### src/rtl/axil_ctrl_master_pkg.sv
// Shared types for the AXI4-Lite control-port sequencer.
// Holds the command opcodes, the sequencer states and the AXI OKAY response code.
// Imported by the interface-facing top; it has no logic of its own.
package axil_ctrl_pkg;

  typedef enum logic [1:0] {
    OP_WRITE = 2'd0,
    OP_READ  = 2'd1,
    OP_POLL  = 2'd2,
    OP_NOP   = 2'd3
  } cmd_op_e;

  typedef enum logic [2:0] {
    IDLE = 3'd0,
    WR   = 3'd1,
    WB   = 3'd2,
    RD   = 3'd3,
    RW   = 3'd4,
    GAP  = 3'd5,
    RSP  = 3'd6
  } state_e;

  localparam logic [1:0] RESP_OKAY = 2'b00;

endpackage

### src/rtl/axil_ctrl_master_if.sv
// AXI4-Lite bus between the control sequencer and a kernel s_axi_control port.
// Pure wiring, no latency.
// Each channel carries its own valid/ready pair; the master modport drives valids.
interface axil_ctrl_master_if #(
  parameter int ADDR_W = 8,
  parameter int DATA_W = 32
) ();

  logic                  awvalid;
  logic [ADDR_W-1:0]     awaddr;
  logic                  awready;
  logic                  wvalid;
  logic [DATA_W-1:0]     wdata;
  logic [DATA_W/8-1:0]   wstrb;
  logic                  wready;
  logic                  bvalid;
  logic [1:0]            bresp;
  logic                  bready;
  logic                  arvalid;
  logic [ADDR_W-1:0]     araddr;
  logic                  arready;
  logic                  rvalid;
  logic [DATA_W-1:0]     rdata;
  logic [1:0]            rresp;
  logic                  rready;

  modport master (
    output awvalid, awaddr, input awready,
    output wvalid, wdata, wstrb, input wready,
    input  bvalid, bresp, output bready,
    output arvalid, araddr, input arready,
    input  rvalid, rdata, rresp, output rready
  );

  modport slave (
    input  awvalid, awaddr, output awready,
    input  wvalid, wdata, wstrb, output wready,
    output bvalid, bresp, input bready,
    input  arvalid, araddr, output arready,
    output rvalid, rdata, rresp, input rready
  );

endinterface

### src/rtl/axil_ctrl_master.sv
// AXI4-Lite initiator executing WRITE / READ / POLL / NOP commands, one response each.
// Latency: accept cycle to rsp_valid cycle is 4 cycles inclusive against a zero-wait slave.
// One command in flight; cmd_ready only in IDLE; response held until rsp_ready.
module axil_ctrl_master
  import axil_ctrl_pkg::*;
#(
  parameter int ADDR_W   = 8,
  parameter int DATA_W   = 32,
  parameter int POLL_GAP = 16,
  parameter int POLL_MAX = 1024
) (
  input  logic              clk,
  input  logic              rst,
  input  logic              cmd_valid,
  output logic              cmd_ready,
  input  logic [1:0]        cmd_op,
  input  logic [ADDR_W-1:0] cmd_addr,
  input  logic [DATA_W-1:0] cmd_wdata,
  input  logic [DATA_W-1:0] cmd_mask,
  output logic              rsp_valid,
  input  logic              rsp_ready,
  output logic [DATA_W-1:0] rsp_rdata,
  output logic [1:0]        rsp_resp,
  output logic              rsp_timeout,
  axil_ctrl_master_if.master m_axi_control
);

  localparam int STRB_W = DATA_W / 8;
  // Poll counter must still be legal when POLL_MAX is 0 (unbounded, counter unused).
  localparam int PCW = (POLL_MAX > 0) ? $clog2(POLL_MAX + 1) : 1;
  localparam int GW  = $clog2(POLL_GAP + 1);
  localparam logic [PCW:0]  POLL_LAST = (PCW + 1)'(POLL_MAX);
  localparam logic [PCW:0]  POLL_ONE  = (PCW + 1)'(1);
  localparam logic [GW-1:0] GAP_LAST  = GW'(POLL_GAP - 1);

  state_e              state_q, state_d;
  cmd_op_e             op_q, op_d;
  logic [ADDR_W-1:0]   addr_q, addr_d;
  logic [DATA_W-1:0]   wdata_q, wdata_d;
  logic [DATA_W-1:0]   mask_q, mask_d;
  logic                awvalid_q, awvalid_d;
  logic                wvalid_q, wvalid_d;
  logic                bready_q, bready_d;
  logic                arvalid_q, arvalid_d;
  logic                rready_q, rready_d;
  logic                aw_done_q, aw_done_d;
  logic                w_done_q, w_done_d;
  logic [GW-1:0]       gap_cnt_q, gap_cnt_d;
  logic [PCW-1:0]      poll_cnt_q, poll_cnt_d;
  logic                cmd_ready_d;
  logic                rsp_valid_d;
  logic [DATA_W-1:0]   rsp_rdata_d;
  logic [1:0]          rsp_resp_d;
  logic                rsp_timeout_d;

  logic aw_hs, w_hs, poll_hit, poll_last;

  assign aw_hs     = awvalid_q & m_axi_control.awready;
  assign w_hs      = wvalid_q & m_axi_control.wready;
  assign poll_hit  = ((m_axi_control.rdata ^ wdata_q) & mask_q) == '0;
  assign poll_last = (POLL_MAX != 0) && (({1'b0, poll_cnt_q} + POLL_ONE) == POLL_LAST);

  // Every AXI output comes straight from a flop; address/data hold for the whole command.
  assign m_axi_control.awvalid = awvalid_q;
  assign m_axi_control.awaddr  = addr_q;
  assign m_axi_control.wvalid  = wvalid_q;
  assign m_axi_control.wdata   = wdata_q;
  assign m_axi_control.wstrb   = mask_q[STRB_W-1:0];
  assign m_axi_control.bready  = bready_q;
  assign m_axi_control.arvalid = arvalid_q;
  assign m_axi_control.araddr  = addr_q;
  assign m_axi_control.rready  = rready_q;

  // Next-state and next-output decode; registered outputs are computed one cycle ahead.
  always_comb begin
    state_d       = state_q;
    op_d          = op_q;
    addr_d        = addr_q;
    wdata_d       = wdata_q;
    mask_d        = mask_q;
    awvalid_d     = awvalid_q;
    wvalid_d      = wvalid_q;
    bready_d      = bready_q;
    arvalid_d     = arvalid_q;
    rready_d      = rready_q;
    aw_done_d     = aw_done_q;
    w_done_d      = w_done_q;
    gap_cnt_d     = gap_cnt_q;
    poll_cnt_d    = poll_cnt_q;
    rsp_valid_d   = rsp_valid;
    rsp_rdata_d   = rsp_rdata;
    rsp_resp_d    = rsp_resp;
    rsp_timeout_d = rsp_timeout;

    case (state_q)
      IDLE: begin
        if (cmd_valid && cmd_ready) begin
          op_d       = cmd_op_e'(cmd_op);
          addr_d     = cmd_addr;
          wdata_d    = cmd_wdata;
          mask_d     = cmd_mask;
          aw_done_d  = 1'b0;
          w_done_d   = 1'b0;
          poll_cnt_d = '0;
          case (cmd_op_e'(cmd_op))
            OP_WRITE: begin
              state_d   = WR;
              awvalid_d = 1'b1;
              wvalid_d  = 1'b1;
            end
            OP_READ, OP_POLL: begin
              state_d   = RD;
              arvalid_d = 1'b1;
            end
            default: begin
              state_d       = RSP;
              rsp_valid_d   = 1'b1;
              rsp_rdata_d   = '0;
              rsp_resp_d    = RESP_OKAY;
              rsp_timeout_d = 1'b0;
            end
          endcase
        end
      end
      WR: begin
        // AW and W finish independently; wait for both before taking B.
        if (aw_hs) begin
          awvalid_d = 1'b0;
          aw_done_d = 1'b1;
        end
        if (w_hs) begin
          wvalid_d = 1'b0;
          w_done_d = 1'b1;
        end
        if ((aw_done_q || aw_hs) && (w_done_q || w_hs)) begin
          state_d  = WB;
          bready_d = 1'b1;
        end
      end
      WB: begin
        if (m_axi_control.bvalid) begin
          bready_d      = 1'b0;
          state_d       = RSP;
          rsp_valid_d   = 1'b1;
          rsp_rdata_d   = '0;
          rsp_resp_d    = m_axi_control.bresp;
          rsp_timeout_d = 1'b0;
        end
      end
      RD: begin
        if (m_axi_control.arready) begin
          arvalid_d = 1'b0;
          rready_d  = 1'b1;
          state_d   = RW;
        end
      end
      RW: begin
        if (m_axi_control.rvalid) begin
          rready_d    = 1'b0;
          rsp_rdata_d = m_axi_control.rdata;
          rsp_resp_d  = m_axi_control.rresp;
          // Error responses end a poll immediately and are never retried.
          if (op_q == OP_READ || poll_hit || m_axi_control.rresp != RESP_OKAY) begin
            state_d       = RSP;
            rsp_valid_d   = 1'b1;
            rsp_timeout_d = 1'b0;
          end else if (poll_last) begin
            state_d       = RSP;
            rsp_valid_d   = 1'b1;
            rsp_timeout_d = 1'b1;
          end else begin
            state_d    = GAP;
            gap_cnt_d  = '0;
            poll_cnt_d = poll_cnt_q + PCW'(1);
          end
        end
      end
      GAP: begin
        if (gap_cnt_q == GAP_LAST) begin
          state_d   = RD;
          arvalid_d = 1'b1;
        end else begin
          gap_cnt_d = gap_cnt_q + GW'(1);
        end
      end
      RSP: begin
        if (rsp_ready) begin
          rsp_valid_d = 1'b0;
          state_d     = IDLE;
        end
      end
      default: state_d = IDLE;
    endcase

    cmd_ready_d = (state_d == IDLE);
  end

  // State and output register bank; reset abandons any transaction in flight.
  always_ff @(posedge clk or posedge rst) begin
    if (rst) begin
      state_q     <= IDLE;
      op_q        <= OP_WRITE;
      addr_q      <= '0;
      wdata_q     <= '0;
      mask_q      <= '0;
      awvalid_q   <= 1'b0;
      wvalid_q    <= 1'b0;
      bready_q    <= 1'b0;
      arvalid_q   <= 1'b0;
      rready_q    <= 1'b0;
      aw_done_q   <= 1'b0;
      w_done_q    <= 1'b0;
      gap_cnt_q   <= '0;
      poll_cnt_q  <= '0;
      cmd_ready   <= 1'b0;
      rsp_valid   <= 1'b0;
      rsp_rdata   <= '0;
      rsp_resp    <= '0;
      rsp_timeout <= 1'b0;
    end else begin
      state_q     <= state_d;
      op_q        <= op_d;
      addr_q      <= addr_d;
      wdata_q     <= wdata_d;
      mask_q      <= mask_d;
      awvalid_q   <= awvalid_d;
      wvalid_q    <= wvalid_d;
      bready_q    <= bready_d;
      arvalid_q   <= arvalid_d;
      rready_q    <= rready_d;
      aw_done_q   <= aw_done_d;
      w_done_q    <= w_done_d;
      gap_cnt_q   <= gap_cnt_d;
      poll_cnt_q  <= poll_cnt_d;
      cmd_ready   <= cmd_ready_d;
      rsp_valid   <= rsp_valid_d;
      rsp_rdata   <= rsp_rdata_d;
      rsp_resp    <= rsp_resp_d;
      rsp_timeout <= rsp_timeout_d;
    end
  end

endmodule
### src/flat_wrapper.sv
// flat-port wrapper written by rule: the top's interface ports become plain ports
module axil_ctrl_master_flat import axil_ctrl_pkg::*;
#(
  parameter int ADDR_W   = 8,
  parameter int DATA_W   = 32,
  parameter int POLL_GAP = 16,
  parameter int POLL_MAX = 1024
)
  (clk, rst, cmd_valid, cmd_ready, cmd_op, cmd_addr, cmd_wdata, cmd_mask, rsp_valid, rsp_ready, rsp_rdata, rsp_resp, rsp_timeout, m_axi_control_awvalid, m_axi_control_awaddr, m_axi_control_awready, m_axi_control_wvalid, m_axi_control_wdata, m_axi_control_wstrb, m_axi_control_wready, m_axi_control_bvalid, m_axi_control_bresp, m_axi_control_bready, m_axi_control_arvalid, m_axi_control_araddr, m_axi_control_arready, m_axi_control_rvalid, m_axi_control_rdata, m_axi_control_rresp, m_axi_control_rready);
  axil_ctrl_master_if #(.ADDR_W(ADDR_W), .DATA_W(DATA_W)) m_axi_control_i ();
  input  logic clk;
  input  logic rst;
  input  logic cmd_valid;
  output logic cmd_ready;
  input  logic [1:0] cmd_op;
  input  logic [ADDR_W-1:0] cmd_addr;
  input  logic [DATA_W-1:0] cmd_wdata;
  input  logic [DATA_W-1:0] cmd_mask;
  output logic rsp_valid;
  input  logic rsp_ready;
  output logic [DATA_W-1:0] rsp_rdata;
  output logic [1:0] rsp_resp;
  output logic rsp_timeout;
  output wire logic [$bits(m_axi_control_i.awvalid)-1:0] m_axi_control_awvalid;
  output wire logic [$bits(m_axi_control_i.awaddr)-1:0] m_axi_control_awaddr;
  input wire logic [$bits(m_axi_control_i.awready)-1:0] m_axi_control_awready;
  output wire logic [$bits(m_axi_control_i.wvalid)-1:0] m_axi_control_wvalid;
  output wire logic [$bits(m_axi_control_i.wdata)-1:0] m_axi_control_wdata;
  output wire logic [$bits(m_axi_control_i.wstrb)-1:0] m_axi_control_wstrb;
  input wire logic [$bits(m_axi_control_i.wready)-1:0] m_axi_control_wready;
  input wire logic [$bits(m_axi_control_i.bvalid)-1:0] m_axi_control_bvalid;
  input wire logic [$bits(m_axi_control_i.bresp)-1:0] m_axi_control_bresp;
  output wire logic [$bits(m_axi_control_i.bready)-1:0] m_axi_control_bready;
  output wire logic [$bits(m_axi_control_i.arvalid)-1:0] m_axi_control_arvalid;
  output wire logic [$bits(m_axi_control_i.araddr)-1:0] m_axi_control_araddr;
  input wire logic [$bits(m_axi_control_i.arready)-1:0] m_axi_control_arready;
  input wire logic [$bits(m_axi_control_i.rvalid)-1:0] m_axi_control_rvalid;
  input wire logic [$bits(m_axi_control_i.rdata)-1:0] m_axi_control_rdata;
  input wire logic [$bits(m_axi_control_i.rresp)-1:0] m_axi_control_rresp;
  output wire logic [$bits(m_axi_control_i.rready)-1:0] m_axi_control_rready;
  assign m_axi_control_awvalid = m_axi_control_i.awvalid;
  assign m_axi_control_awaddr = m_axi_control_i.awaddr;
  assign m_axi_control_i.awready = m_axi_control_awready;
  assign m_axi_control_wvalid = m_axi_control_i.wvalid;
  assign m_axi_control_wdata = m_axi_control_i.wdata;
  assign m_axi_control_wstrb = m_axi_control_i.wstrb;
  assign m_axi_control_i.wready = m_axi_control_wready;
  assign m_axi_control_i.bvalid = m_axi_control_bvalid;
  assign m_axi_control_i.bresp = m_axi_control_bresp;
  assign m_axi_control_bready = m_axi_control_i.bready;
  assign m_axi_control_arvalid = m_axi_control_i.arvalid;
  assign m_axi_control_araddr = m_axi_control_i.araddr;
  assign m_axi_control_i.arready = m_axi_control_arready;
  assign m_axi_control_i.rvalid = m_axi_control_rvalid;
  assign m_axi_control_i.rdata = m_axi_control_rdata;
  assign m_axi_control_i.rresp = m_axi_control_rresp;
  assign m_axi_control_rready = m_axi_control_i.rready;
  axil_ctrl_master #(.ADDR_W(ADDR_W), .DATA_W(DATA_W), .POLL_GAP(POLL_GAP), .POLL_MAX(POLL_MAX)) u_core (.clk(clk), .rst(rst), .cmd_valid(cmd_valid), .cmd_ready(cmd_ready), .cmd_op(cmd_op), .cmd_addr(cmd_addr), .cmd_wdata(cmd_wdata), .cmd_mask(cmd_mask), .rsp_valid(rsp_valid), .rsp_ready(rsp_ready), .rsp_rdata(rsp_rdata), .rsp_resp(rsp_resp), .rsp_timeout(rsp_timeout), .m_axi_control(m_axi_control_i));
endmodule
### config.mk
export PLATFORM = sky130hd
export DESIGN_NAME = axil_ctrl_master_flat
export DESIGN_NICKNAME = d
export VERILOG_FILES = /design/src/rtl/axil_ctrl_master_pkg.sv /design/src/rtl/axil_ctrl_master_if.sv /design/src/rtl/axil_ctrl_master.sv /design/src/flat_wrapper.sv
export SDC_FILE = /design/constraint.sdc
export NUM_CORES = 1
export LEC_CHECK = 0
export BUFFER_PORTS_ARGS = -buffer_cell sky130_fd_sc_hd__buf_4
export CAP_MARGIN = 25
export CORE_AREA = 2 2 100 150
export DETAILED_ROUTE_END_ITERATION = 6
export DIE_AREA = 0 0 102 152
export GPL_TIMING_DRIVEN = 0
export PLACE_DENSITY = 0.79
export SLEW_MARGIN = 20
export SYNTH_ARGS = -nofsm -noshare
export SYNTH_HDL_FRONTEND = slang
export SYNTH_SLANG_ARGS = --single-unit
### constraint.sdc
create_clock -name clk -period 4.13 [get_ports clk]
set_input_delay 0.2065 -clock clk [delete_from_list [all_inputs] [get_ports clk]]
set_output_delay 0.2065 -clock clk [all_outputs]
set_load 0.03 [all_outputs]
# After elaboration in Yosys (flattened, before gate mapping)
# Index checks and enable logic that the tools add are counted.
[op_classes]
div = 0
shifts = 0
muxes = 66
reduce_logical = 34
add_sub_neg = 3
order_cmp = 0
mul = 0
n_eq_ne = 27
n_bitwise = 4
[op_table]
columns = ["op", "count"]
rows = [
  ["two-way mux 32 bit", 4],
  ["case mux 32 bit (3 select lines)", 1],
  ["two-way mux 11 bit", 4],
  ["AND 32 bit", 1],
  ["logical NOT 32 bit", 1],
  ["bitwise XOR 32 bit", 1],
  ["two-way mux 1 bit", 26],
  ["two-way mux 3 bit", 8],
  ["case mux 11 bit (2 select lines)", 1],
  ["case mux 3 bit (7 select lines)", 1],
  ["two-way mux 5 bit", 4],
  ["!= test 2 bit (second input constant)", 10],
  ["AND reduction 5 bit", 4],
  ["adder 11 x 1 -> 12 bit (second input constant)", 1],
  ["== test 12 x 11 -> 1 bit (second input constant)", 1],
  ["case mux 1 bit (2 select lines)", 6],
  ["AND reduction 3 bit", 4],
  ["nonzero test 2 bit", 6],
  ["adder 11 x 1 -> 11 bit (second input constant)", 1],
  ["two-way mux 2 bit", 5],
  ["!= test 2 x 1 -> 1 bit (second input constant)", 5],
  ["case mux 5 bit (2 select lines)", 1],
  ["== test 3 bit (second input constant)", 3],
  ["AND reduction 4 bit", 2],
  ["23 further kinds", 33],
]
[word_totals]
inputBits = 119
word_cells = 153
ramBits = 0
latch_bits = 0
out_inout_bits = 94
rom_bits = 0
memories = 0
regBits = 137

# Depth between registers and ports, before layout
# Gate-level depths: netlist of the first run.
[logic_depth]
ltp_word = 9
depth_mapped = 11
mapped_depth_nobuf = 8

# Worst setup path after synthesis of the first run
# OpenSTA, ideal clock, no wires.
[synth_path]
kind = "register to register"
startpoint = "register u_core.poll_cnt_q[0]"
endpoint = "register u_core.poll_cnt_q[8]"
arrival_ps = 2348
setup_slack_ps = 1716
required_ps = 4064
path_stages_with_launch = 11
path_buffers = 2
period_less_slack_ps = 2414
setup_time_ps = 66
cell_sequence = "dfrtp_1 ha_1 clkbuf_2 xnor2_1 and4_1 o221ai_2 nor4b_2 or4_1 buf_4 or4_1 nand2_1"
[synth_between]
elab_chain_len = 5
word_cells_on_any_way = 9
cone_classes = "add/sub: 2; eq/ne: 2; mux: 4; reduce/logical: 1"
[synth_rtl]
columns = ["element", "line_no", "source"]
rows = [
  ["start: declaration", "axil_ctrl_master.sv:49", "logic [PCW-1:0] poll_cnt_q, poll_cnt_d;"],
  ["start signal: assignment", "axil_ctrl_master.sv:234", "poll_cnt_q <= poll_cnt_d;"],
  ["parallel branches: the longest is 5 deep, another holds adder 11 x 1 -> 12 bit", "n/a", ""],
]
# Parallel ways; which one is timed is not known. The select of a mux whose other input is x is not followed.
# A chain may end at the register's enable or synchronous reset.

# Final worst setup path of the first run
[layout_path]
startpoint = "register u_core.state_q[0]"
endpoint = "register u_core.wdata_q[21] (netlist: u_core.m_axi_control.wdata[21])"
[layout_between]
elab_chain_len = 2
[layout_rtl]
columns = ["element", "line_no", "source"]
rows = [
  ["start: declaration", "axil_ctrl_master.sv:36", "state_e state_q, state_d;"],
  ["start signal: assignment", "axil_ctrl_master.sv:221", "state_q <= state_d;"],
  ["logical NOT 3 bit", "axil_ctrl_master.sv:95", "case (state_q)"],
  ["AND reduction 2 bit (no line)", "n/a", ""],
  ["end signal: assignment", "axil_ctrl_master.sv:224", "wdata_q <= wdata_d;"],
  ["end: declaration", "axil_ctrl_master.sv:39", "logic [DATA_W-1:0] wdata_q, wdata_d;"],
]
# Every way passes these cells.

==> flow_summary.html, run 1 <==
<table>
<tr><th>Metric</th><th>Value</th></tr>
<tr><th colspan="2">Worst setup path</th></tr>
<tr><td>Largest delay contributor family on the critical path</td><td>buffers and inverters</td></tr>
<tr><td>Depth of the worst register-to-register path</td><td>8</td></tr>
<tr><td>Type of the worst setup path</td><td>reg -&gt; reg</td></tr>
<tr><td>Startpoint kind of the worst setup timing path</td><td>flip-flop</td></tr>
<tr><td>Cell with the biggest individual delay on the critical path</td><td>clkbuf_1</td></tr>
<tr><td>FF-to-FF End</td><td>u_core.m_axi_control.wdata[21]</td></tr>
<tr><td>Data required time of the worst path</td><td>4.48 ns</td></tr>
<tr><td>R2R Setup Slk</td><td>1.31 ns</td></tr>
<tr><td>Worst Path Max Fanout</td><td>10</td></tr>
<tr><td>Delay of the slowest cell on the worst path</td><td>0.56 ns</td></tr>
<tr><td>Worst Setup End Kind</td><td>flip-flop</td></tr>
<tr><td>Reg-to-reg critical path startpoint</td><td>u_core.state_q[0]</td></tr>
<tr><td>CP Cell Sequence</td><td>clkbuf_1 -&gt; nor3_1 -&gt; and3_1 -&gt; clkbuf_1 -&gt; clkbuf_1 -&gt; buf_1 -&gt; nand2_1 -&gt; nand2_1</td></tr>
<tr><td>Data arrival time of the critical path</td><td>3.17 ns</td></tr>
<tr><td>Cell repeated most along the worst path</td><td>clkbuf_1</td></tr>
<tr><td>Critical path buffers and inverters</td><td>4</td></tr>
<tr><th colspan="2">Floorplanning</th></tr>
<tr><td>Floorplan Core Area</td><td>14300 um2</td></tr>
<tr><td>I/O pin total</td><td>213</td></tr>
<tr><td>Site row count</td><td>54</td></tr>
<tr><td>Die footprint</td><td>15500 um2</td></tr>
<tr><td>Chip height</td><td>152 um</td></tr>
<tr><td>Starting Density</td><td>44.8%</td></tr>
<tr><td>Overall die width</td><td>102 um</td></tr>
<tr><th colspan="2">STA</th></tr>
<tr><td>Clock period minus worst slack</td><td>2.82 ns</td></tr>
<tr><td>Unrepaired setup endpoints after global routing</td><td>false</td></tr>
<tr><td>Final Hold Viols</td><td>0</td></tr>
<tr><td>Worst slew margin relative to its limit</td><td>53.5%</td></tr>
<tr><td>Maximum achievable frequency</td><td>354 MHz</td></tr>
<tr><td>Slew at the pin with the worst max-slew slack</td><td>0.697 ns</td></tr>
<tr><td>Final count of negative-setup-slack endpoints</td><td>0</td></tr>
<tr><td>Final-report max-slew violation count</td><td>0</td></tr>
<tr><td>Final worst-path cycle share</td><td>68.3%</td></tr>
<tr><td>Final Skew</td><td>0.00968 ns</td></tr>
<tr><th colspan="2">Layout</th></tr>
<tr><td>Area added between synthesis and finish</td><td>49.9%</td></tr>
<tr><td>Fill cell instance count of the final layout</td><td>1115</td></tr>
<tr><td>Fraction of final layout cells with drive strength greater than 1</td><td>25.6%</td></tr>
<tr><td>Antenna cell count</td><td>0</td></tr>
<tr><td>Final design instance area without fill</td><td>9630 um2</td></tr>
<tr><td>Final net count</td><td>1161</td></tr>
<tr><th colspan="2">Global routing</th></tr>
<tr><td>Total grt overflow</td><td>0</td></tr>
<tr><td>GRT Resource Usage Total</td><td>28.4%</td></tr>
<tr><td>Number of antenna violations at the first check in global routing</td><td>0</td></tr>
<tr><td>Largest net degree at the start of global routing</td><td>70</td></tr>
<tr><td>Global-route wire length before repair</td><td>33.9 mm</td></tr>
<tr><td>Vias in the first global route</td><td>6608</td></tr>
<tr><th colspan="2">Drt</th></tr>
<tr><td>Detailed-routing iteration count for the pre-antenna-repair pass</td><td>5</td></tr>
<tr><td>Wire length per cell</td><td>17.4 um</td></tr>
<tr><td>Detailed-route via count</td><td>6462</td></tr>
<tr><td>Number of nets still failing antenna checks after routing</td><td>0</td></tr>
<tr><td>Avg Vias per Cell</td><td>5.19</td></tr>
<tr><td>Sum of routed wire length over all layers</td><td>21.6 mm</td></tr>
<tr><td>Residual DRC count</td><td>0</td></tr>
<tr><td>Initial DRC count</td><td>398</td></tr>
<tr><th colspan="2">Place</th></tr>
<tr><td>Detailed-placement wirelength estimate</td><td>14.5 mm</td></tr>
<tr><td>Routability-driven placement congestion ratio</td><td>0.895</td></tr>
<tr><td>Cell area after placement</td><td>8290 um2</td></tr>
<tr><td>Count of port buffers added during placement</td><td>212</td></tr>
<tr><th colspan="2">Synth</th></tr>
<tr><td>Cell variety after synth</td><td>53</td></tr>
<tr><td>Count of warnings emitted by yosys</td><td>0</td></tr>
<tr><td>Synth async-reset ratio</td><td>100%</td></tr>
<tr><td>Top flip-flop cell by instance count after synthesis</td><td>dfrtp_1</td></tr>
<tr><td>Largest cells by area after synthesis</td><td>dfrtp_1 (53%), nand2_1 (18%), xor2_1 (4.5%)</td></tr>
<tr><td>Number of enable-type register cells in the synthesized netlist</td><td>0</td></tr>
<tr><td>Dominant cell type by area after synthesis</td><td>dfrtp_1</td></tr>
<tr><td>Post-synthesis instance total</td><td>733</td></tr>
<tr><td>Cell area after synthesis</td><td>6420 um2</td></tr>
<tr><td>Share of the yosys chip area belonging to registers</td><td>53.4%</td></tr>
<tr><td>Syn avg cell area</td><td>8.76 um2</td></tr>
<tr><td>Count of state elements after synthesis</td><td>137</td></tr>
<tr><td>Area fraction of the dominant cell type after synthesis</td><td>53.4%</td></tr>
<tr><td>Nets in the synthesized netlist</td><td>858</td></tr>
<tr><th colspan="2">Clocking</th></tr>
<tr><td>Latest clock arrival within the worst-skew pair</td><td>0.42 ns</td></tr>
<tr><td>Clock buffer depth</td><td>2</td></tr>
<tr><td>Clock transition time at the flip-flop clock pins of the worst setup and hold paths</td><td>0.06 ns</td></tr>
<tr><td>Number of CTS-inserted buffers</td><td>17</td></tr>
<tr><td>Post_cts resized</td><td>0</td></tr>
<tr><td>CTS HTree Levels</td><td>4</td></tr>
<tr><td>Master cell of the clock root buffer</td><td>clkbuf_16</td></tr>
<tr><td>CTS tree</td><td>yes</td></tr>
<tr><td>Num Clock Sinks</td><td>137</td></tr>
<tr><th colspan="2">Job</th></tr>
<tr><td>Max-capacitance violation count</td><td>0</td></tr>
<tr><th colspan="2">Power</th></tr>
<tr><td>Total Power Consumption</td><td>7.70 mW</td></tr>
<tr><td>Leakage power</td><td>4.90 nW</td></tr>
<tr><td>Power Density</td><td>800 nW/um2</td></tr>
<tr><td>IR Drop Worst-Case VDD</td><td>0.524 mV</td></tr>
<tr><th colspan="2">Run status</th></tr>
<tr><td>Run status</td><td>finished, final reports clean</td></tr>
<tr><th colspan="2">Hold path</th></tr>
<tr><td>Start point of the worst hold path</td><td>cmd_mask[21]</td></tr>
<tr><td>Hold path endpoint</td><td>u_core.mask_q[21]</td></tr>
<tr><td>Worst hold stages</td><td>3</td></tr>
<tr><td>Hold/Removal Path Class</td><td>in -&gt; reg</td></tr>
</table>
## timing repair
item	CTS	global route
hold buffers	71	0
hold endpoints to repair	138	0
setup endpoints to repair	0	0
setup buffers	0	0
## worst max-delay path by stage
| stage | startpoint | end | cells after the start |
|---|---|---|---|
| 4_1_cts | u_core.poll_cnt_q[0] | u_core.poll_cnt_q[8] | 11 |
| 5_1_grt | u_core.state_q[0] | u_core.m_axi_control.wdata[13] | 8 |
| 2_1_floorplan | rst | u_core.aw_done_q | 1 |
| 6_report | u_core.state_q[0] | u_core.m_axi_control.wdata[21] | 8 |
| 3_5_place_dp | u_core.poll_cnt_q[0] | u_core.poll_cnt_q[8] | 11 |
| 3_3_place_gp | rst | u_core.m_axi_control.araddr[6] | 2 |
## cells in the mapped netlist, types with 9 or more instances
| library cell | n |
|---|---|
| nand2_1 | 311 |
| dfrtp_1 | 137 |
| o21ai_0 | 46 |
| xor2_1 | 33 |
| clkbuf_1 | 30 |
| a21oi_1 | 19 |
| a22oi_1 | 16 |
| buf_4 | 15 |
| nand3_1 | 13 |
| nor2_1 | 11 |
| inv_1 | 10 |
| nand4_1 | 9 |
## per-stage QoR
stage	cells	setup slack [ns]	utilization [%]	setup TNS [ns]	hold WS (ns)
floorplan	733	0.256	-	0	0.312
global placement	1141	-1.39	57.7	-188.90	0.396
detailed placement	1142	1.39	57.9	0	0.283
CTS	1244	1.39	67.2	0	0.00294
global route	1244	1.11	67.2	0	0.00237
finish	1244	1.31	67.2	0	0.00320
## area by class of cell
class                      count  area [um2]  share of cell area (%)
clock inverter                 8         143                    1.48
sequential                   137        3430                    35.6
clock buffer                  23         478                    4.97
tap                          196         245                    2.55
inverter                      10        45.0                   0.468
buffer                        53         260                    2.70
multi-input combinational    533        2700                    28.0
timing repair buffer         284        2330                    24.2
## report_power, final
part,total [mW],switching (mW),internal [mW]
registers,2.46,0.501,1.96
clock network,1.62,0.566,1.05
logic,3.61,2.31,1.30
## cell families after synthesis
kind of cell               Yosys count  synth area share (%)
and+or+nand+nor                    375                  24.3
adders and majority gates            6                  1.17
xor gates and xnor gates            37                  5.05
buffers and inverters               63                  4.64
AOI/OAI and AO/OA                  112                  10.9
muxes                                3                 0.487
DFF                                137                  53.4
## worst reg2reg max path, stage by stage (launching register included)
cell and delay [ns]:
dfrtp_1 0.39, clkbuf_1 0.22, nor3_1 0.47, and3_1 0.24, clkbuf_1 0.17, clkbuf_1 0.56
buf_1 0.51, nand2_1 0.11, nand2_1 0.08
## registers in the layout, summed over array words and instances, names as in the netlist, 2 cells and up
signal                       flops
u_core.gap_cnt_q                 5
u_core.m_axi_control.araddr      8
u_core.m_axi_control.wdata      32
u_core.mask_q                   32
u_core.op_q                      2
u_core.poll_cnt_q               11
u_core.rsp_rdata                32
u_core.rsp_resp                  2
u_core.state_q                   3
## placed cells by master, fill, tap and decap left out, types with 4 or more instances in the layout
| cell | n |
|---|---|
| nand2_1 | 311 |
| bufinv_16 | 4 |
| o21ai_0 | 46 |
| nor4_1 | 4 |
| nor2_1 | 11 |
| xnor2_1 | 4 |
| a21oi_1 | 19 |
| buf_4 | 227 |
| o211ai_1 | 4 |
| nor2b_1 | 4 |
| clkbuf_16 | 17 |
| xor2_1 | 33 |
| clkbuf_1 | 33 |
| inv_1 | 9 |
| o32ai_1 | 5 |
| nand4_1 | 9 |
| ha_1 | 6 |
| a21o_1 | 4 |
| a22oi_1 | 16 |
| buf_1 | 4 |
| dfrtp_1 | 137 |
| dlygate4sd3_1 | 71 |
| nand3_1 | 13 |
## metal layers
layer	up-vias	GRT usage [%]	routed length (um)	part of all wire (%)
met5	-	0	0	0
met4	0	16.3	1140	5.3
met3	69	4.88	1140	5.3
met2	286	48.1	11300	52
met1	3098	33.4	8050	37
li1	3009	-	-	-
Note: power is estimated with default switching activity, not from simulation.
==> run 2, diff against run 1 <==
==> constraint.sdc (replaced) <==
create_clock -name clk -period 2.3 [get_ports clk]
set_input_delay 0.115 -clock clk [delete_from_list [all_inputs] [get_ports clk]]
set_output_delay 0.115 -clock clk [all_outputs]
set_load 0.03 [all_outputs]
==> flow_summary.html, run 2 (synthesized netlist as in run 1, its figures left out) <==
<table>
<tr><th>Metric</th><th>Value</th></tr>
<tr><th colspan="2">Run status</th></tr>
<tr><td>Run status</td><td>finished with violations (was finished, final reports clean)</td></tr>
<tr><td>Failing checks</td><td>setup timing</td></tr>
<tr><th colspan="2">Worst setup path</th></tr>
<tr><td>Worst Path Max Fanout</td><td>8 (was 10)</td></tr>
<tr><td>Data arrival time of the critical path</td><td>2.69 ns (was 3.17 ns)</td></tr>
<tr><td>Cell with the biggest individual delay on the critical path</td><td>or4_4 (was clkbuf_1)</td></tr>
<tr><td>Worst Setup End Kind</td><td>flip-flop (unchanged)</td></tr>
<tr><td>Startpoint kind of the worst setup timing path</td><td>flip-flop (unchanged)</td></tr>
<tr><td>Type of the worst setup path</td><td>reg -&gt; reg (unchanged)</td></tr>
<tr><td>CP Cell Sequence</td><td>xor2_2 -&gt; a22oi_1 -&gt; nand4_1 -&gt; nor4_4 -&gt; or4_4 -&gt; or4_1 -&gt; nand2_1 (was clkbuf_1 -&gt; nor3_1 -&gt; and3_1 -&gt; clkbuf_1 -&gt; clkbuf_1 -&gt; buf_1 -&gt; nand2_1 -&gt; nand2_1)</td></tr>
<tr><td>Data required time of the worst path</td><td>2.65 ns (was 4.48 ns)</td></tr>
<tr><td>Delay of the slowest cell on the worst path</td><td>0.59 ns (was 0.56 ns)</td></tr>
<tr><td>Depth of the worst register-to-register path</td><td>7 (was 8)</td></tr>
<tr><th colspan="2">Global routing</th></tr>
<tr><td>Largest net degree at the start of global routing</td><td>33 (was 70)</td></tr>
<tr><td>Global-route wire length before repair</td><td>37.1 mm (was 33.9 mm)</td></tr>
<tr><td>GRT Resource Usage Total</td><td>31.0% (was 28.4%)</td></tr>
<tr><td>Total grt overflow</td><td>0 (unchanged)</td></tr>
<tr><td>Number of antenna violations at the first check in global routing</td><td>0 (unchanged)</td></tr>
<tr><td>Vias in the first global route</td><td>7398 (was 6608)</td></tr>
<tr><th colspan="2">STA</th></tr>
<tr><td>WHS</td><td>0.00853 ns (was 0.00320 ns)</td></tr>
<tr><td>Final count of negative-setup-slack endpoints</td><td>5 (was 0)</td></tr>
<tr><td>Clock period minus worst slack</td><td>2.34 ns (was 2.82 ns)</td></tr>
<tr><td>Unrepaired setup endpoints after global routing</td><td>true (was false)</td></tr>
<tr><td>Maximum achievable frequency</td><td>428 MHz (was 354 MHz)</td></tr>
<tr><td>Summed negative setup slack over all endpoints</td><td>-0.0637 ns (was 0 ns)</td></tr>
<tr><td>Final Hold Viols</td><td>0 (unchanged)</td></tr>
<tr><td>Final-report max-slew violation count</td><td>0 (unchanged)</td></tr>
<tr><td>Worst slew margin relative to its limit</td><td>54.0% (was 53.5%)</td></tr>
<tr><td>Final worst-path cycle share</td><td>102% (was 68.3%)</td></tr>
<tr><td>Final Skew</td><td>0.0108 ns (was 0.00968 ns)</td></tr>
<tr><td>Slew at the pin with the worst max-slew slack</td><td>0.690 ns (was 0.697 ns)</td></tr>
<tr><td>Final worst slack</td><td>-0.0382 ns (was 1.31 ns)</td></tr>
<tr><th colspan="2">Layout</th></tr>
<tr><td>Commonest cells after routing, fill and taps aside</td><td>nand2_1 (310), buf_4 (234), dfrtp_1 (131), dlygate4sd3_1 (109), o21ai_0 (46) (was nand2_1 (311), buf_4 (227), dfrtp_1 (137), dlygate4sd3_1 (71), o21ai_0 (46))</td></tr>
<tr><td>Fraction of final layout cells with drive strength greater than 1</td><td>29.3% (was 25.6%)</td></tr>
<tr><td>Antenna cell count</td><td>0 (unchanged)</td></tr>
<tr><td>Area added between synthesis and finish</td><td>61.7% (was 49.9%)</td></tr>
<tr><td>Final core occ</td><td>72.5% (was 67.2%)</td></tr>
<tr><td>Cell Count, Final, Fillers Out</td><td>1296 (was 1244)</td></tr>
<tr><td>Final net count</td><td>1212 (was 1161)</td></tr>
<tr><td>Most common cell after layout, fill and taps aside</td><td>nand2_1 (unchanged)</td></tr>
<tr><th colspan="2">Place</th></tr>
<tr><td>Inst Count DP</td><td>1146 (was 1142)</td></tr>
<tr><td>Count of port buffers added during placement</td><td>212 (unchanged)</td></tr>
<tr><td>Detailed-placement wirelength estimate</td><td>15.1 mm (was 14.5 mm)</td></tr>
<tr><td>Routability-driven placement congestion ratio</td><td>0.930 (was 0.895)</td></tr>
<tr><th colspan="2">Drt</th></tr>
<tr><td>Initial DRC count</td><td>458 (was 398)</td></tr>
<tr><td>Wire length per cell</td><td>18.3 um (was 17.4 um)</td></tr>
<tr><td>Detailed-route via count</td><td>6835 (was 6462)</td></tr>
<tr><td>Sum of routed wire length over all layers</td><td>23.7 mm (was 21.6 mm)</td></tr>
<tr><td>Detailed-routing iteration count for the pre-antenna-repair pass</td><td>5 (unchanged)</td></tr>
<tr><td>Residual DRC count</td><td>0 (unchanged)</td></tr>
<tr><td>Number of nets still failing antenna checks after routing</td><td>0 (unchanged)</td></tr>
<tr><td>Avg Vias per Cell</td><td>5.27 (was 5.19)</td></tr>
<tr><th colspan="2">Clocking</th></tr>
<tr><td>Number of CTS-inserted buffers</td><td>17 (unchanged)</td></tr>
<tr><td>Clock transition time at the flip-flop clock pins of the worst setup and hold paths</td><td>0.06 ns (about the same)</td></tr>
<tr><td>CTS tree</td><td>yes (unchanged)</td></tr>
<tr><td>CTS HTree Levels</td><td>4 (unchanged)</td></tr>
<tr><td>Master cell of the clock root buffer</td><td>clkbuf_16 (unchanged)</td></tr>
<tr><td>Num Clock Sinks</td><td>137 (unchanged)</td></tr>
<tr><td>Latest clock arrival within the worst-skew pair</td><td>0.42 ns (about the same)</td></tr>
<tr><td>Clock buffer depth</td><td>2 (unchanged)</td></tr>
<tr><th colspan="2">Job</th></tr>
<tr><td>Max-capacitance violation count</td><td>0 (unchanged)</td></tr>
<tr><th colspan="2">Power</th></tr>
<tr><td>Clock share of power</td><td>21.3% (was 21.0%)</td></tr>
<tr><td>Leakage power</td><td>5.21 nW (was 4.90 nW)</td></tr>
<tr><td>Combinational cell fraction of total power</td><td>48.0% (was 47.0%)</td></tr>
<tr><td>Total Power Consumption</td><td>14.4 mW (was 7.70 mW)</td></tr>
<tr><td>Power Density</td><td>1390 nW/um2 (was 800 nW/um2)</td></tr>
<tr><td>Net switching power figure</td><td>6.41 mW (was 3.38 mW)</td></tr>
<tr><td>Fraction of power spent switching nets</td><td>44.4% (was 43.9%)</td></tr>
<tr><td>IR Drop Worst-Case VDD</td><td>1.01 mV (was 0.524 mV)</td></tr>
<tr><td>Flop pwr share</td><td>30.7% (was 32.0%)</td></tr>
<tr><td>Design internal power</td><td>8.02 mW (was 4.32 mW)</td></tr>
<tr><th colspan="2">Floorplanning</th></tr>
<tr><td>Site row count</td><td>54 (unchanged)</td></tr>
<tr><td>Chip height</td><td>152 um (unchanged)</td></tr>
<tr><td>Overall die width</td><td>102 um (unchanged)</td></tr>
<tr><td>Starting Density</td><td>44.8% (unchanged)</td></tr>
<tr><td>I/O pin total</td><td>213 (unchanged)</td></tr>
<tr><td>Floorplan Core Area</td><td>14300 um2 (unchanged)</td></tr>
<tr><td>Die footprint</td><td>15500 um2 (unchanged)</td></tr>
<tr><th colspan="2">Hold path</th></tr>
<tr><td>Hold/Removal Path Class</td><td>in -&gt; reg (unchanged)</td></tr>
<tr><td>Worst hold stages</td><td>2 (was 3)</td></tr>
</table>
## run 2: timing repair
item	in CTS	in global routing
pin swaps	10	8
gates cloned	0	0
hold buffers	109	0
setup buffers	11	0
endpoints found under the setup margin	81	88
hold endpoints to repair	127	0
resized for setup	27	30
## run 2: power by group through the flow
| stage | registers (mW) | clock network [mW] | logic [mW] |
|---|---|---|---|
| 4_1_cts | 4.36 | 3.08 | 6.64 |
| 3_3_place_gp | 4.36 | 0 | 6.19 |
| 2_1_floorplan | 5.60 | 0 | 2.55 |
| 5_1_grt | 4.54 | 3.19 | 7.38 |
| 6_report | 4.43 | 3.07 | 6.93 |
| 3_5_place_dp | 4.39 | 0 | 6.32 |
## run 2: worst paths after layout
path | start | end | slack, ns
max | u_core.m_axi_control.wdata[9] | u_core.poll_cnt_q[8] | -0.04
min | m_axi_control_rvalid | u_core.rsp_rdata[31] | 0.009
max reg2reg | u_core.m_axi_control.wdata[9] | u_core.poll_cnt_q[8] | -0.04
min reg2reg | u_core.mask_q[8] | u_core.mask_q[8] | 0.48
max in group asynchronous | rst | u_core.mask_q[26] | 0.88
min in group asynchronous | rst | u_core.rsp_rdata[9] | 0.29
## run 2: routing by layer
metal  GRT usage, %  wire [um]
met4           18.7       1390
met1           33.9       8380
met3           5.34       1270
met5              0          0
met2           54.5      12700
## run 2: stage by stage
step	area (um2)	setup WS (ns)
final	10400	-0.0382
after global routing	10400	-0.0878
after CTS	10300	-0.117
after detailed placement	8410	-0.479
after global placement	8290	-0.632
after floorplan	6450	-0.0782
## run 2: critical path: cells and delay by family (launching register included)
| kind | cells | cell delay, ns |
|---|---|---|
| flip-flops | 1 | 0.44 |
| AO/OA/AOI/OAI | 1 | 0.14 |
| XOR/XNOR | 1 | 0.30 |
| AND/OR/NAND/NOR | 5 | 1.39 |
## run 2: cell type report
cell class / instances / area (um2)
flip-flops and latches: 137 / 3440
clock buffers: 18 / 439
well taps: 196 / 245
repair buffers: 337 / 2900
clock inverters: 14 / 218
plain buffers: 51 / 285
inverters: 10 / 41.3
fillers: 959 / 3940
multi-input cells: 533 / 2830
==> run 3, diff against run 2 <==
--- a/config.mk
+++ b/config.mk
@@ -8,6 +8,7 @@
 export BUFFER_PORTS_ARGS = -buffer_cell sky130_fd_sc_hd__buf_4
 export CAP_MARGIN = 25
 export CORE_AREA = 2 2 100 150
+export CTS_BUF_LIST = sky130_fd_sc_hd__clkbuf_16
 export DETAILED_ROUTE_END_ITERATION = 6
 export DIE_AREA = 0 0 102 152
 export GPL_TIMING_DRIVEN = 0
==> flow_summary.html, run 3 (synthesized netlist as in run 1, its figures left out) <==
<table>
<tr><th>Metric</th><th>Value</th></tr>
<tr><th colspan="2">Run status</th></tr>
<tr><td>Run status</td><td>finished with violations (unchanged)</td></tr>
<tr><td>Failing checks</td><td>setup timing (unchanged)</td></tr>
<tr><th colspan="2">Drt</th></tr>
<tr><td>Detailed-route via count</td><td>6867 (was 6835)</td></tr>
<tr><td>Number of nets still failing antenna checks after routing</td><td>0 (unchanged)</td></tr>
<tr><td>Sum of routed wire length over all layers</td><td>23.9 mm (was 23.7 mm)</td></tr>
<tr><td>Detailed-routing iteration count for the pre-antenna-repair pass</td><td>5 (unchanged)</td></tr>
<tr><td>Avg Vias per Cell</td><td>5.29 (was 5.27)</td></tr>
<tr><td>Initial DRC count</td><td>477 (was 458)</td></tr>
<tr><td>Residual DRC count</td><td>0 (unchanged)</td></tr>
<tr><td>Wire length per cell</td><td>18.4 um (was 18.3 um)</td></tr>
<tr><th colspan="2">STA</th></tr>
<tr><td>Worst slew margin relative to its limit</td><td>53.2% (was 54.0%)</td></tr>
<tr><td>Maximum achievable frequency</td><td>426 MHz (was 428 MHz)</td></tr>
<tr><td>Final count of negative-setup-slack endpoints</td><td>9 (was 5)</td></tr>
<tr><td>Final-report max-slew violation count</td><td>0 (unchanged)</td></tr>
<tr><td>Clock period minus worst slack</td><td>2.35 ns (was 2.34 ns)</td></tr>
<tr><td>Final worst-path cycle share</td><td>102% (about the same)</td></tr>
<tr><td>Slew at the pin with the worst max-slew slack</td><td>0.703 ns (was 0.690 ns)</td></tr>
<tr><td>Final worst slack</td><td>-0.0485 ns (was -0.0382 ns)</td></tr>
<tr><td>Final Skew</td><td>0.00974 ns (was 0.0108 ns)</td></tr>
<tr><td>Unrepaired setup endpoints after global routing</td><td>true (unchanged)</td></tr>
<tr><td>Final Hold Viols</td><td>0 (unchanged)</td></tr>
<tr><th colspan="2">Clocking</th></tr>
<tr><td>Clock transition time at the flip-flop clock pins of the worst setup and hold paths</td><td>0.06 ns (about the same)</td></tr>
<tr><td>Clock buffer depth</td><td>2 (unchanged)</td></tr>
<tr><td>Number of CTS-inserted buffers</td><td>17 (unchanged)</td></tr>
<tr><td>Num Clock Sinks</td><td>137 (unchanged)</td></tr>
<tr><td>Master cell of the clock root buffer</td><td>clkbuf_16 (unchanged)</td></tr>
<tr><td>CTS tree</td><td>yes (unchanged)</td></tr>
<tr><td>Latest clock arrival within the worst-skew pair</td><td>0.42 ns (about the same)</td></tr>
<tr><td>CTS HTree Levels</td><td>4 (unchanged)</td></tr>
<tr><th colspan="2">Global routing</th></tr>
<tr><td>Largest net degree at the start of global routing</td><td>33 (unchanged)</td></tr>
<tr><td>Global-route wire length before repair</td><td>36.9 mm (was 37.1 mm)</td></tr>
<tr><td>Vias in the first global route</td><td>7364 (was 7398)</td></tr>
<tr><td>Total grt overflow</td><td>0 (unchanged)</td></tr>
<tr><td>Number of antenna violations at the first check in global routing</td><td>0 (unchanged)</td></tr>
<tr><td>GRT Resource Usage Total</td><td>30.8% (was 31.0%)</td></tr>
<tr><th colspan="2">Floorplanning</th></tr>
<tr><td>I/O pin total</td><td>213 (unchanged)</td></tr>
<tr><td>Floorplan Core Area</td><td>14300 um2 (unchanged)</td></tr>
<tr><td>Chip height</td><td>152 um (unchanged)</td></tr>
<tr><td>Site row count</td><td>54 (unchanged)</td></tr>
<tr><td>Starting Density</td><td>44.8% (unchanged)</td></tr>
<tr><td>Overall die width</td><td>102 um (unchanged)</td></tr>
<tr><td>Die footprint</td><td>15500 um2 (unchanged)</td></tr>
<tr><th colspan="2">Worst setup path</th></tr>
<tr><td>Worst Setup End Kind</td><td>flip-flop (unchanged)</td></tr>
<tr><td>Worst Path Max Fanout</td><td>8 (unchanged)</td></tr>
<tr><td>Data required time of the worst path</td><td>2.65 ns (about the same)</td></tr>
<tr><td>Startpoint kind of the worst setup timing path</td><td>flip-flop (unchanged)</td></tr>
<tr><td>Type of the worst setup path</td><td>reg -&gt; reg (unchanged)</td></tr>
<tr><td>CP Cell Sequence</td><td>xor2_2 -&gt; a22oi_1 -&gt; nand4_1 -&gt; nor4_4 -&gt; or4_4 -&gt; or4_1 -&gt; nand2_1 (unchanged)</td></tr>
<tr><td>Cell with the biggest individual delay on the critical path</td><td>or4_4 (unchanged)</td></tr>
<tr><td>Delay of the slowest cell on the worst path</td><td>0.60 ns (was 0.59 ns)</td></tr>
<tr><td>Data arrival time of the critical path</td><td>2.70 ns (was 2.69 ns)</td></tr>
<tr><th colspan="2">Job</th></tr>
<tr><td>Max-capacitance violation count</td><td>0 (unchanged)</td></tr>
<tr><th colspan="2">Layout</th></tr>
<tr><td>Antenna cell count</td><td>0 (unchanged)</td></tr>
<tr><td>Commonest cells after routing, fill and taps aside</td><td>nand2_1 (310), buf_4 (235), dfrtp_1 (131), dlygate4sd3_1 (109), o21ai_0 (46) (was nand2_1 (310), buf_4 (234), dfrtp_1 (131), dlygate4sd3_1 (109), o21ai_0 (46))</td></tr>
<tr><td>Area added between synthesis and finish</td><td>62.4% (was 61.7%)</td></tr>
<tr><td>Final core occ</td><td>72.8% (was 72.5%)</td></tr>
<tr><td>Most common cell after layout, fill and taps aside</td><td>nand2_1 (unchanged)</td></tr>
<tr><td>Fraction of final layout cells with drive strength greater than 1</td><td>29.6% (was 29.3%)</td></tr>
<tr><td>Final net count</td><td>1214 (was 1212)</td></tr>
<tr><th colspan="2">Power</th></tr>
<tr><td>IR Drop Worst-Case VDD</td><td>1.00 mV (was 1.01 mV)</td></tr>
<tr><td>Power Density</td><td>1380 nW/um2 (was 1390 nW/um2)</td></tr>
<tr><td>Leakage power</td><td>5.23 nW (was 5.21 nW)</td></tr>
<tr><td>Total Power Consumption</td><td>14.4 mW (about the same)</td></tr>
<tr><th colspan="2">Place</th></tr>
<tr><td>Detailed-placement wirelength estimate</td><td>15.1 mm (unchanged)</td></tr>
<tr><td>Routability-driven placement congestion ratio</td><td>0.930 (unchanged)</td></tr>
<tr><td>Count of port buffers added during placement</td><td>212 (unchanged)</td></tr>
<tr><th colspan="2">Hold path</th></tr>
<tr><td>Hold/Removal Path Class</td><td>in -&gt; reg (unchanged)</td></tr>
</table>
==> run 3: area by class of cell <==
cell class	instances	area, um2
multi-input cells	533	2850
plain buffers	51	290
clock buffers	17	425
flip-flops and latches	137	3440
clock inverters	15	221
repair buffers	339	2930
inverters	10	41.3
well taps	196	245
fillers	958	3890
==> run 3: where the power goes <==
group	switching [mW]	internal (mW)
Sequential	0.911	3.53
Clock	1.12	1.93
Combinational	4.38	2.54
==> run 3: stage by stage <==
step	std cells	hold WS [ns]	setup TNS, ns	setup slack, ns	cell area [um2]
floorplan	733	0.220	-0.251	-0.0782	6450
global placement	1141	0.305	-79.87	-0.632	8290
detailed placement	1146	0.181	-24.96	-0.479	8410
CTS	1296	0.00289	-0.868	-0.115	10300
global route	1298	0.0248	-0.539	-0.0852	10400
finish	1298	0.00630	-0.160	-0.0485	10400
==> run 3: critical path, delay by kind of cell (launching register included) <==
family           cells  cell delay [ns]
AND/OR/NAND/NOR      5             1.39
flip-flops           1             0.44
XOR/XNOR             1             0.30
AO/OA/AOI/OAI        1             0.15
==> run 3: layer usage <==
layer / global-route usage [%] / wire [um] / vias to the layer above
li1: - / - / 3125
met1: 33.5 / 8520 / 3310
met2: 54.4 / 12700 / 326
met3: 5.20 / 1190 / 106
met4: 18.7 / 1410 / 0
met5: 0 / 0 / -
==> run 3: path summary, 6_finish.rpt <==
kind | start | end | slack, ns | depth (start not counted)
max | u_core.m_axi_control.wdata[9] | u_core.poll_cnt_q[8] | -0.05 | 7
min | m_axi_control_rvalid | u_core.rsp_rdata[31] | 0.006 | 2
max reg2reg | u_core.m_axi_control.wdata[9] | u_core.poll_cnt_q[8] | -0.05 | 7
min reg2reg | u_core.mask_q[19] | u_core.mask_q[19] | 0.48 | 2
max in group asynchronous | rst | u_core.mask_q[26] | 0.88 | 7
min in group asynchronous | rst | u_core.m_axi_control.wvalid | 0.29 | 3
==> run 3: timing repair <==
item | in CTS | in global routing
pin swaps | 10 | 6
gates cloned | 0 | 1
setup endpoints to repair | 81 | 88
endpoints found under the hold margin | 127 | 0
hold buffers | 109 | 0
setup buffers | 10 | 2
gates resized for setup | 27 | 35
